$ cat src/rtl/rv32i_test_pkg.sv
// Shared types and constants for the rv32i compliance-test sequencer.
package rv32i_test_pkg;

    typedef enum logic [2:0] {IDLE, INIT, LOAD, RESET, RUN, REPORT} state_e;
    typedef enum logic [1:0] {RES_NONE, RES_PASS, RES_FAIL, RES_TIMEOUT} result_e;

    localparam logic [6:0]  OPC_OP_IMM    = 7'h13;
    localparam logic [31:0] GP_PASS       = 32'h1;
    localparam int          NUM_INIT_REGS = 31;

    // addi rd, x0, 0
    function automatic logic [31:0] addi_zero(input logic [4:0] rd);
        return {20'h0, rd, OPC_OP_IMM};
    endfunction

endpackage

$ cat src/rtl/rv32i_test_ctrl.sv
// Sequencer for one rv32i compliance run: register-init writes, image load,
// core reset pulse, ecall watch and pass/fail/timeout report.
module rv32i_test_ctrl
    import rv32i_test_pkg::*;
#(
    parameter int MEM_AW         = 10,
    parameter int RST_CYCLES     = 10,
    parameter int TIMEOUT_CYCLES = 5000,
    parameter int CNT_W          = 16
) (
    input  logic              clk,
    input  logic              rst_n,
    input  logic              start,
    output logic              busy,
    output logic              mem_we,
    output logic [MEM_AW-1:0] mem_waddr,
    output logic [31:0]       mem_wdata,
    output logic              load_req,
    input  logic              load_ack,
    output logic              core_rst_n,
    input  logic              core_is_ecall,
    input  logic [31:0]       core_gp,
    output logic              done,
    output logic [1:0]        result,
    output logic [CNT_W-1:0]  run_cycles
);

    state_e              r_state;
    logic [CNT_W-1:0]    r_cnt;
    result_e             r_result;
    logic [CNT_W-1:0]    r_run_cycles;
    logic                r_busy;
    logic                r_mem_we;
    logic [MEM_AW-1:0]   r_mem_waddr;
    logic [31:0]         r_mem_wdata;
    logic                r_load_req;
    logic                r_core_rst_n;
    logic                r_done;

    state_e              w_state_nxt;
    logic [CNT_W-1:0]    w_cnt_nxt;
    result_e             w_result_nxt;
    logic [CNT_W-1:0]    w_run_cycles_nxt;
    logic                w_mem_we_nxt;
    logic [MEM_AW-1:0]   w_mem_waddr_nxt;
    logic [31:0]         w_mem_wdata_nxt;

    // One counter serves as INIT index (1..31), RESET hold and RUN cycle count.
    always_comb begin
        w_state_nxt      = r_state;
        w_cnt_nxt        = r_cnt + CNT_W'(1);
        w_result_nxt     = r_result;
        w_run_cycles_nxt = r_run_cycles;
        case (r_state)
            IDLE: begin
                w_cnt_nxt = '0;
                if (start) begin
                    w_state_nxt      = INIT;
                    w_cnt_nxt        = CNT_W'(1);
                    w_result_nxt     = RES_NONE;
                    w_run_cycles_nxt = '0;
                end
            end
            INIT: begin
                if (r_cnt == CNT_W'(NUM_INIT_REGS)) begin
                    w_state_nxt = LOAD;
                    w_cnt_nxt   = '0;
                end
            end
            LOAD: begin
                w_cnt_nxt = '0;
                if (load_ack) w_state_nxt = RESET;
            end
            RESET: begin
                if (r_cnt == CNT_W'(RST_CYCLES - 1)) begin
                    w_state_nxt = RUN;
                    w_cnt_nxt   = '0;
                end
            end
            RUN: begin
                if (core_is_ecall) begin
                    w_result_nxt     = (core_gp == GP_PASS) ? RES_PASS : RES_FAIL;
                    w_run_cycles_nxt = r_cnt;
                    w_state_nxt      = REPORT;
                end else if (r_cnt == CNT_W'(TIMEOUT_CYCLES - 1)) begin
                    w_result_nxt     = RES_TIMEOUT;
                    w_run_cycles_nxt = CNT_W'(TIMEOUT_CYCLES);
                    w_state_nxt      = REPORT;
                end
            end
            REPORT: begin
                w_state_nxt = IDLE;
                w_cnt_nxt   = '0;
            end
            default: begin
                w_state_nxt = IDLE;
                w_cnt_nxt   = '0;
            end
        endcase

        // Outputs are registered, so they are derived from the state being entered.
        w_mem_we_nxt    = (w_state_nxt == INIT);
        w_mem_waddr_nxt = w_mem_we_nxt ? (w_cnt_nxt[MEM_AW-1:0] - MEM_AW'(1)) : '0;
        w_mem_wdata_nxt = w_mem_we_nxt ? addi_zero(w_cnt_nxt[4:0]) : '0;
    end

    always_ff @(posedge clk or negedge rst_n) begin
        if (!rst_n) begin
            r_state      <= IDLE;
            r_cnt        <= '0;
            r_result     <= RES_NONE;
            r_run_cycles <= '0;
            r_busy       <= 1'b0;
            r_mem_we     <= 1'b0;
            r_mem_waddr  <= '0;
            r_mem_wdata  <= '0;
            r_load_req   <= 1'b0;
            r_core_rst_n <= 1'b0;
            r_done       <= 1'b0;
        end else begin
            r_state      <= w_state_nxt;
            r_cnt        <= w_cnt_nxt;
            r_result     <= w_result_nxt;
            r_run_cycles <= w_run_cycles_nxt;
            r_busy       <= (w_state_nxt != IDLE);
            r_mem_we     <= w_mem_we_nxt;
            r_mem_waddr  <= w_mem_waddr_nxt;
            r_mem_wdata  <= w_mem_wdata_nxt;
            r_load_req   <= (w_state_nxt == LOAD);
            r_core_rst_n <= (w_state_nxt == RUN);
            r_done       <= (w_state_nxt == REPORT);
        end
    end

    assign busy       = r_busy;
    assign mem_we     = r_mem_we;
    assign mem_waddr  = r_mem_waddr;
    assign mem_wdata  = r_mem_wdata;
    assign load_req   = r_load_req;
    assign core_rst_n = r_core_rst_n;
    assign done       = r_done;
    assign result     = r_result;
    assign run_cycles = r_run_cycles;

endmodule

$ cat config.mk
export PLATFORM = sky130hd
export DESIGN_NAME = rv32i_test_ctrl
export DESIGN_NICKNAME = d
export VERILOG_FILES = /design/src/rtl/rv32i_test_pkg.sv /design/src/rtl/rv32i_test_ctrl.sv
export SDC_FILE = /design/constraint.sdc
export NUM_CORES = 1
export LEC_CHECK = 0
export ABC_AREA = 1
export CORE_MARGIN = 3
export CORE_UTILIZATION = 50
export DETAILED_ROUTE_END_ITERATION = 12
export PLACE_DENSITY = 0.87
export SETUP_SLACK_MARGIN = 0.5
export SLEW_MARGIN = 0
export SYNTH_ARGS = -nofsm -noshare
export SYNTH_HDL_FRONTEND = slang
export SYNTH_SLANG_ARGS = --single-unit
$ cat constraint.sdc
create_clock -name clk -period 6 [get_ports clk]
set_clock_uncertainty 0.05 [all_clocks]
set_input_delay 0.6 -clock clk [delete_from_list [all_inputs] [get_ports clk]]
set_output_delay 0.6 -clock clk [all_outputs]
set_load 0.01 [all_outputs]
---- After elaboration in Yosys (flattened, before gate mapping) ----
Index checks and enable logic that the tools add are counted.
operators by class
  add/subtract/negate cells ............... 2
  equal/unequal tests ..................... 14
  mux-type cells .......................... 22
  reduce and logical (&&, ||, !) cells .... 4
operators with widths
  operator               number
  $mux 16                5
  $pmux 16 s4            1
  $eq 32x1->1 const B    1
  $pmux 16 s2            1
  $mux 3                 6
  $add 16x1->16 const B  1
  $eq 16x13->1 const B   1
  $eq 16x4->1 const B    1
  $eq 16x5->1 const B    1
  $pmux 3 s5             1
  $mux 12                1
  $mux 10                1
  $sub 10x1->10 const B  1
  $eq 3x2->1 const B     3
  $eq 3x3->1 const B     3
  $mux 2                 4
  $eq 3x1->1 const B     2
  $pmux 2 s2             1
  $logic_not 3->1        1
  $ne 3x3->1 const B     1
  $reduce_and 3->1       1
  $reduce_bool 3->1      1
  $ne 2x2->1 const B     1
  $reduce_bool 2->1      1
  $mux 1                 1
word-level totals
  register bits after elaboration ......... 64
  input bits .............................. 37
  output and inout bits ................... 65
  logic and storage cells ................. 53

---- Logic depth before layout (Yosys ltp) ----
  depth after elaboration ................. 6
  gate-level depth with buffers ........... 15
  mapped depth without buffers ............ 15

---- Worst setup path after synthesis ----
OpenSTA, ideal clock, no wires.
  kind .................................... reg2reg
  start ................................... reg r_cnt[0]
  end ..................................... reg r_mem_waddr[4] (netlist: mem_waddr[4])
  setup time .............................. 120 ps
  data arrival time ....................... 1860 ps
  data required time ...................... 5830 ps
  slack ................................... 3970 ps
  stages on the path, launching flop included .. 15
  buffers on the path ..................... 0
  period minus slack after synthesis ...... 2030 ps
  path through ............................ dfrtp_1 > ha_1 > nand2_2 > clkinv_2 > nand2_2 > nor2_4 > nand2_4 > nand2_4 > nand3_4 > nand2_1 > ha_1 > nand2_1 > nor2_2 > xor2_1 > nor2_1
on the way
  word-level cells in the longest chain between the ends .. 6
  elaborated cells on any way between the ends .. 15
  those cells by class .................... add/sub (2); eq/ne (4); mux (9)
ends and longest elaborated chain
  what                                                                   RTL line                RTL
  from (decl)                                                            rv32i_test_ctrl.sv:29   logic [CNT_W-1:0] r_cnt;
  from (signal assigned)                                                 rv32i_test_ctrl.sv:122  r_cnt <= w_cnt_nxt;
  parallel branches: the longest is 5 deep, another holds $add 16x1->16  n/a
  $mux 10 (*)                                                            rv32i_test_ctrl.sv:103  w_mem_waddr_nxt = w_mem_we_nxt ? (w_cnt_nxt[MEM_AW-1:0] - MEM_AW'(1)) : '0;
  named net w_mem_waddr_nxt[4]                                           rv32i_test_ctrl.sv:45   logic [MEM_AW-1:0] w_mem_waddr_nxt;
  to (signal assigned)                                                   rv32i_test_ctrl.sv:127  r_mem_waddr <= w_mem_waddr_nxt;
  to (decl)                                                              rv32i_test_ctrl.sv:34   logic [MEM_AW-1:0] r_mem_waddr;
Mark *: on every way through the listed nets, which the timed path passes.
A chain may end at the register's enable or synchronous reset.

---- Worst setup path after layout ----
Ends and elaborated chain as after synthesis.

==> results by group <==
Drt
  – Vias/cell: 5.044
  – Starting DRC count in detailed routing: 152
  – Routed WL per cell: 13.84 um
  – DRT Pass-1 Iters: 4
  – DRC violations left: 0
  – Remaining antenna violation count: 0
  – Wirelength, routed: 7.227 mm
  – DR vias: 2633

Floorplanning
  – Die height: 84.53 um
  – Die Wd: 84.53 um
  – DIE AREA: 7144 um2
  – Initial Utilization: 53.68%
  – Core Region: 5743 um2
  – Number of primary I/O pins: 102
  – Row cnt: 27

Critical path
  – Setup CP Type: reg2reg
  – Critical path data required time: 6.17 ns
  – Levels on crit path: 14
  – Worst EP arrival: 2.51 ns
  – Setup crit start kind: flip-flop
  – Reg2Reg Setup Slack: 3.66 ns
  – Reg-to-Reg End: mem_waddr[4]
  – CP max stage delay: 0.46 ns
  – CP Max Fanout: 10
  – Critical Path End Type: flip-flop
  – Slowest-stage cell, CP: dfrtp_1
  – Cell Chain, Critical Path: ha_1 > nand2_2 > clkinv_2 > nand2_2 > nor2_4 > nand2_4 > nand2_4 > nand3_4 > nand2_1 > ha_1 > nand2_1 > nor2_2 > xor2_1 > nor2_1
  – Worst Path Buf+Inv: 1
  – Top delay family on crit path: simple AND/OR/NAND/NOR gates
  – Worst R2R Start: r_cnt[0]
  – FF-to-FF path depth: 14

Global route
  – Global-route wire length before repair: 11.72 mm
  – Largest net degree at the start of global routing: 58
  – Initial antenna violation count: 0
  – Vias in the first global route: 2623
  – GRT Overall Usage: 20.62%
  – Grt ovf: 0

Yosys
  – Post-synth top area share: 46.27%
  – Sequential share of the synthesized area: 46.27%
  – Main combinational cell family by area after synthesis: simple AND/OR/NAND/NOR gates
  – Xor/xnor share of the synthesized area: 1.420%
  – Synth Area in Simple Gates: 30.03%
  – Post-synthesis cell count: 363
  – Dominant cells by area after synthesis: dfrtp_1 (46%), nand2_1 (8.2%), buf_4 (6.6%)
  – Flops & latches, synth: 57
  – Ys Warns: 0
  – Complex-gate fraction of the synthesized area: 8.320%
  – Synth unique cells: 40
  – Synth area leader: dfrtp_1
  – Adder and majority gate portion of the synthesized area: 1.218%
  – Mux cell area share after synthesis: 0%
  – Mapped cell area: 3083 um2
  – Mapped Avg Cell Area: 8.493 um2

Cells and area
  – Final net count: 486
  – Seq. cell area: 1426 um2
  – Share of layout cells above drive strength 1: 13.11%
  – Ant diodes: 0
  – Fillers: 458
  – Multi-input logic area: 1354 um2
  – Final Util: 70.33%
  – Synth-to-Final Area Change: 31.01%

Clock network
  – Clock buffer count from CTS: 9
  – Clk slew on worst S/H paths: 0.07 ns
  – H-tree levels: 3
  – Clock root buffer: clkbuf_8
  – CTS max path bufs: 2
  – CTS sink cnt: 57
  – Post-CTS resize count: 0
  – Post-CTS Hold Buffers: 0
  – CTS tree: done
  – Worst skew pair latency: 0.33 ns
  – Setup bufs post-CTS: 0

STA
  – RSZ-0062 raised after global routing: false
  – Final Cycle Share: 38.96%
  – Achievable frequency: 427.8 MHz
  – Worst Max-Slew Pin Slew: 0.7148 ns
  – Final setup vio count: 0
  – Min cycle time layout: 2.338 ns
  – Max-slew headroom: 52.35%
  – Final hold viol count: 0
  – Fin Setup TNS: 0 ns
  – Pins Over Slew Limit: 0
  – Setup ws final: 3.662 ns

Min path
  – Hold WC Path Type: in2async

Placed design
  – Dpl hpwl: 5.632 mm
  – Pre-CTS WS: 3.337 ns
  – I/O Buffers: 77
  – RePlAce Congestion: 0.8930

Power and ir drop
  – VDD IR max: 312.1 uV
  – PD cells: 373.9 nW/um2
  – Total power: 1510 uW
  – Leakage: 0.001974 uW

Run status
  – Status: finished clean

Run
  – Maxcap violations: 0
## metrics by stage
step / instances / hold slack (ns) / cell area (um2)
5_1_grt: 522 / 0.4034 / 4039
3_5_place_dp: 507 / 0.4225 / 3821
6_report: 522 / 0.3499 / 4039
4_1_cts: 522 / 0.3662 / 4039
3_3_place_gp: 507 / 0.4181 / 3821
2_1_floorplan: 386 / 0.2544 / 3169
## cell usage in the layout, fill, tap and decap left out, drive strengths merged
cell type / netlist / layout
nand2: 81 / 81
clkdlybuf4s50: 0 / 76
dfrtp: 57 / 57
nor2: 50 / 50
inv: 46 / 46
o21ai: 28 / 28
conb: 1 / 24
nand3: 19 / 19
nor3: 13 / 13
clkbuf: 1 / 10
a21oi: 9 / 9
nor4: 8 / 8
xor2: 5 / 5
nand4: 3 / 3
ha: 3 / 3
clkinv: 1 / 2
a211oi: 2 / 2
clkinvlp: 0 / 2
bufinv: 0 / 2
nor3b: 2 / 2
buf: 28 / 2
o21bai: 1 / 1
a31oi: 1 / 1
or2: 1 / 1
a21o: 1 / 1
nor4b: 1 / 1
a32o: 1 / 1
## cells in the mapped netlist, drive strengths merged
| library cell | n |
|---|---|
| clkbuf | 1 |
| nor3 | 13 |
| nor4b | 1 |
| a21oi | 9 |
| buf | 28 |
| nand3 | 19 |
| nand2 | 81 |
| a211oi | 2 |
| nand4 | 3 |
| inv | 46 |
| a31oi | 1 |
| clkinv | 1 |
| or2 | 1 |
| a21o | 1 |
| conb | 1 |
| nor2 | 50 |
| xor2 | 5 |
| nor4 | 8 |
| o21bai | 1 |
| dfrtp | 57 |
| ha | 3 |
| nor3b | 2 |
| a32o | 1 |
| o21ai | 28 |
## final cells by class
type	count	area share, %
well taps	72	2.230
inverters	47	4.399
clock inverters	5	1.983
clock buffers	10	3.408
multi-input cells	253	33.52
repair buffers	78	19.15
flip-flops and latches	57	35.32
## cell families after synthesis
| logic type | count (synthesis) |
|---|---|
| and+or+nand+nor | 178 |
| buffers and inverters | 76 |
| other | 1 |
| adders and majority gates | 3 |
| AOI/OAI and AO/OA | 43 |
| xor gates and xnor gates | 5 |
| DFF | 57 |
## state kept, by name (all words and copies together) (netlist names)
name / flops
load_req: 1
busy: 1
mem_waddr: 10
run_cycles: 16
mem_wdata: 6
r_cnt: 16
done: 1
r_state: 3
core_rst_n: 1
result: 2
## metal layers
metal / routed length, um / up-vias / share of wire (%) / track usage [%]
met2: 3450 / 99 / 48 / 35.23
li1: - / 1284 / - / -
met4: 76 / 0 / 1.1 / 7.626
met1: 3084 / 1241 / 43 / 24.98
met3: 616 / 9 / 8.5 / 5.496
met5: 0 / - / 0 / 0
## worst reg2reg max path: cells and delay by family (launching register included)
family        cells  cell delay (ns)
simple gates     10             1.04
flops             1             0.46
buf+inv           1             0.09
xor+xnor          1             0.16
fa+ha+maj         2             0.43
## how the worst max path moves through the flow
| stage | from | slack, ns | end |
|---|---|---|---|
| final | r_cnt[0] | 3.66 | mem_waddr[4] |
| after global routing | r_cnt[0] | 3.46 | mem_waddr[4] |
| after global placement | core_is_ecall | 3.45 | mem_waddr[7] |
| after detailed placement | core_is_ecall | 3.34 | mem_waddr[7] |
| after CTS | r_cnt[0] | 3.66 | mem_waddr[4] |
| after floorplan | r_cnt[0] | 3.97 | mem_waddr[4] |
## power by group
| part | total, uW | internal, uW | switching (uW) |
|---|---|---|---|
| Combinational | 627 | 261 | 366 |
| Sequential | 489 | 449 | 39.2 |
| Clock | 394 | 242 | 153 |
No activity file was read; power rests on OpenSTA's default activity.
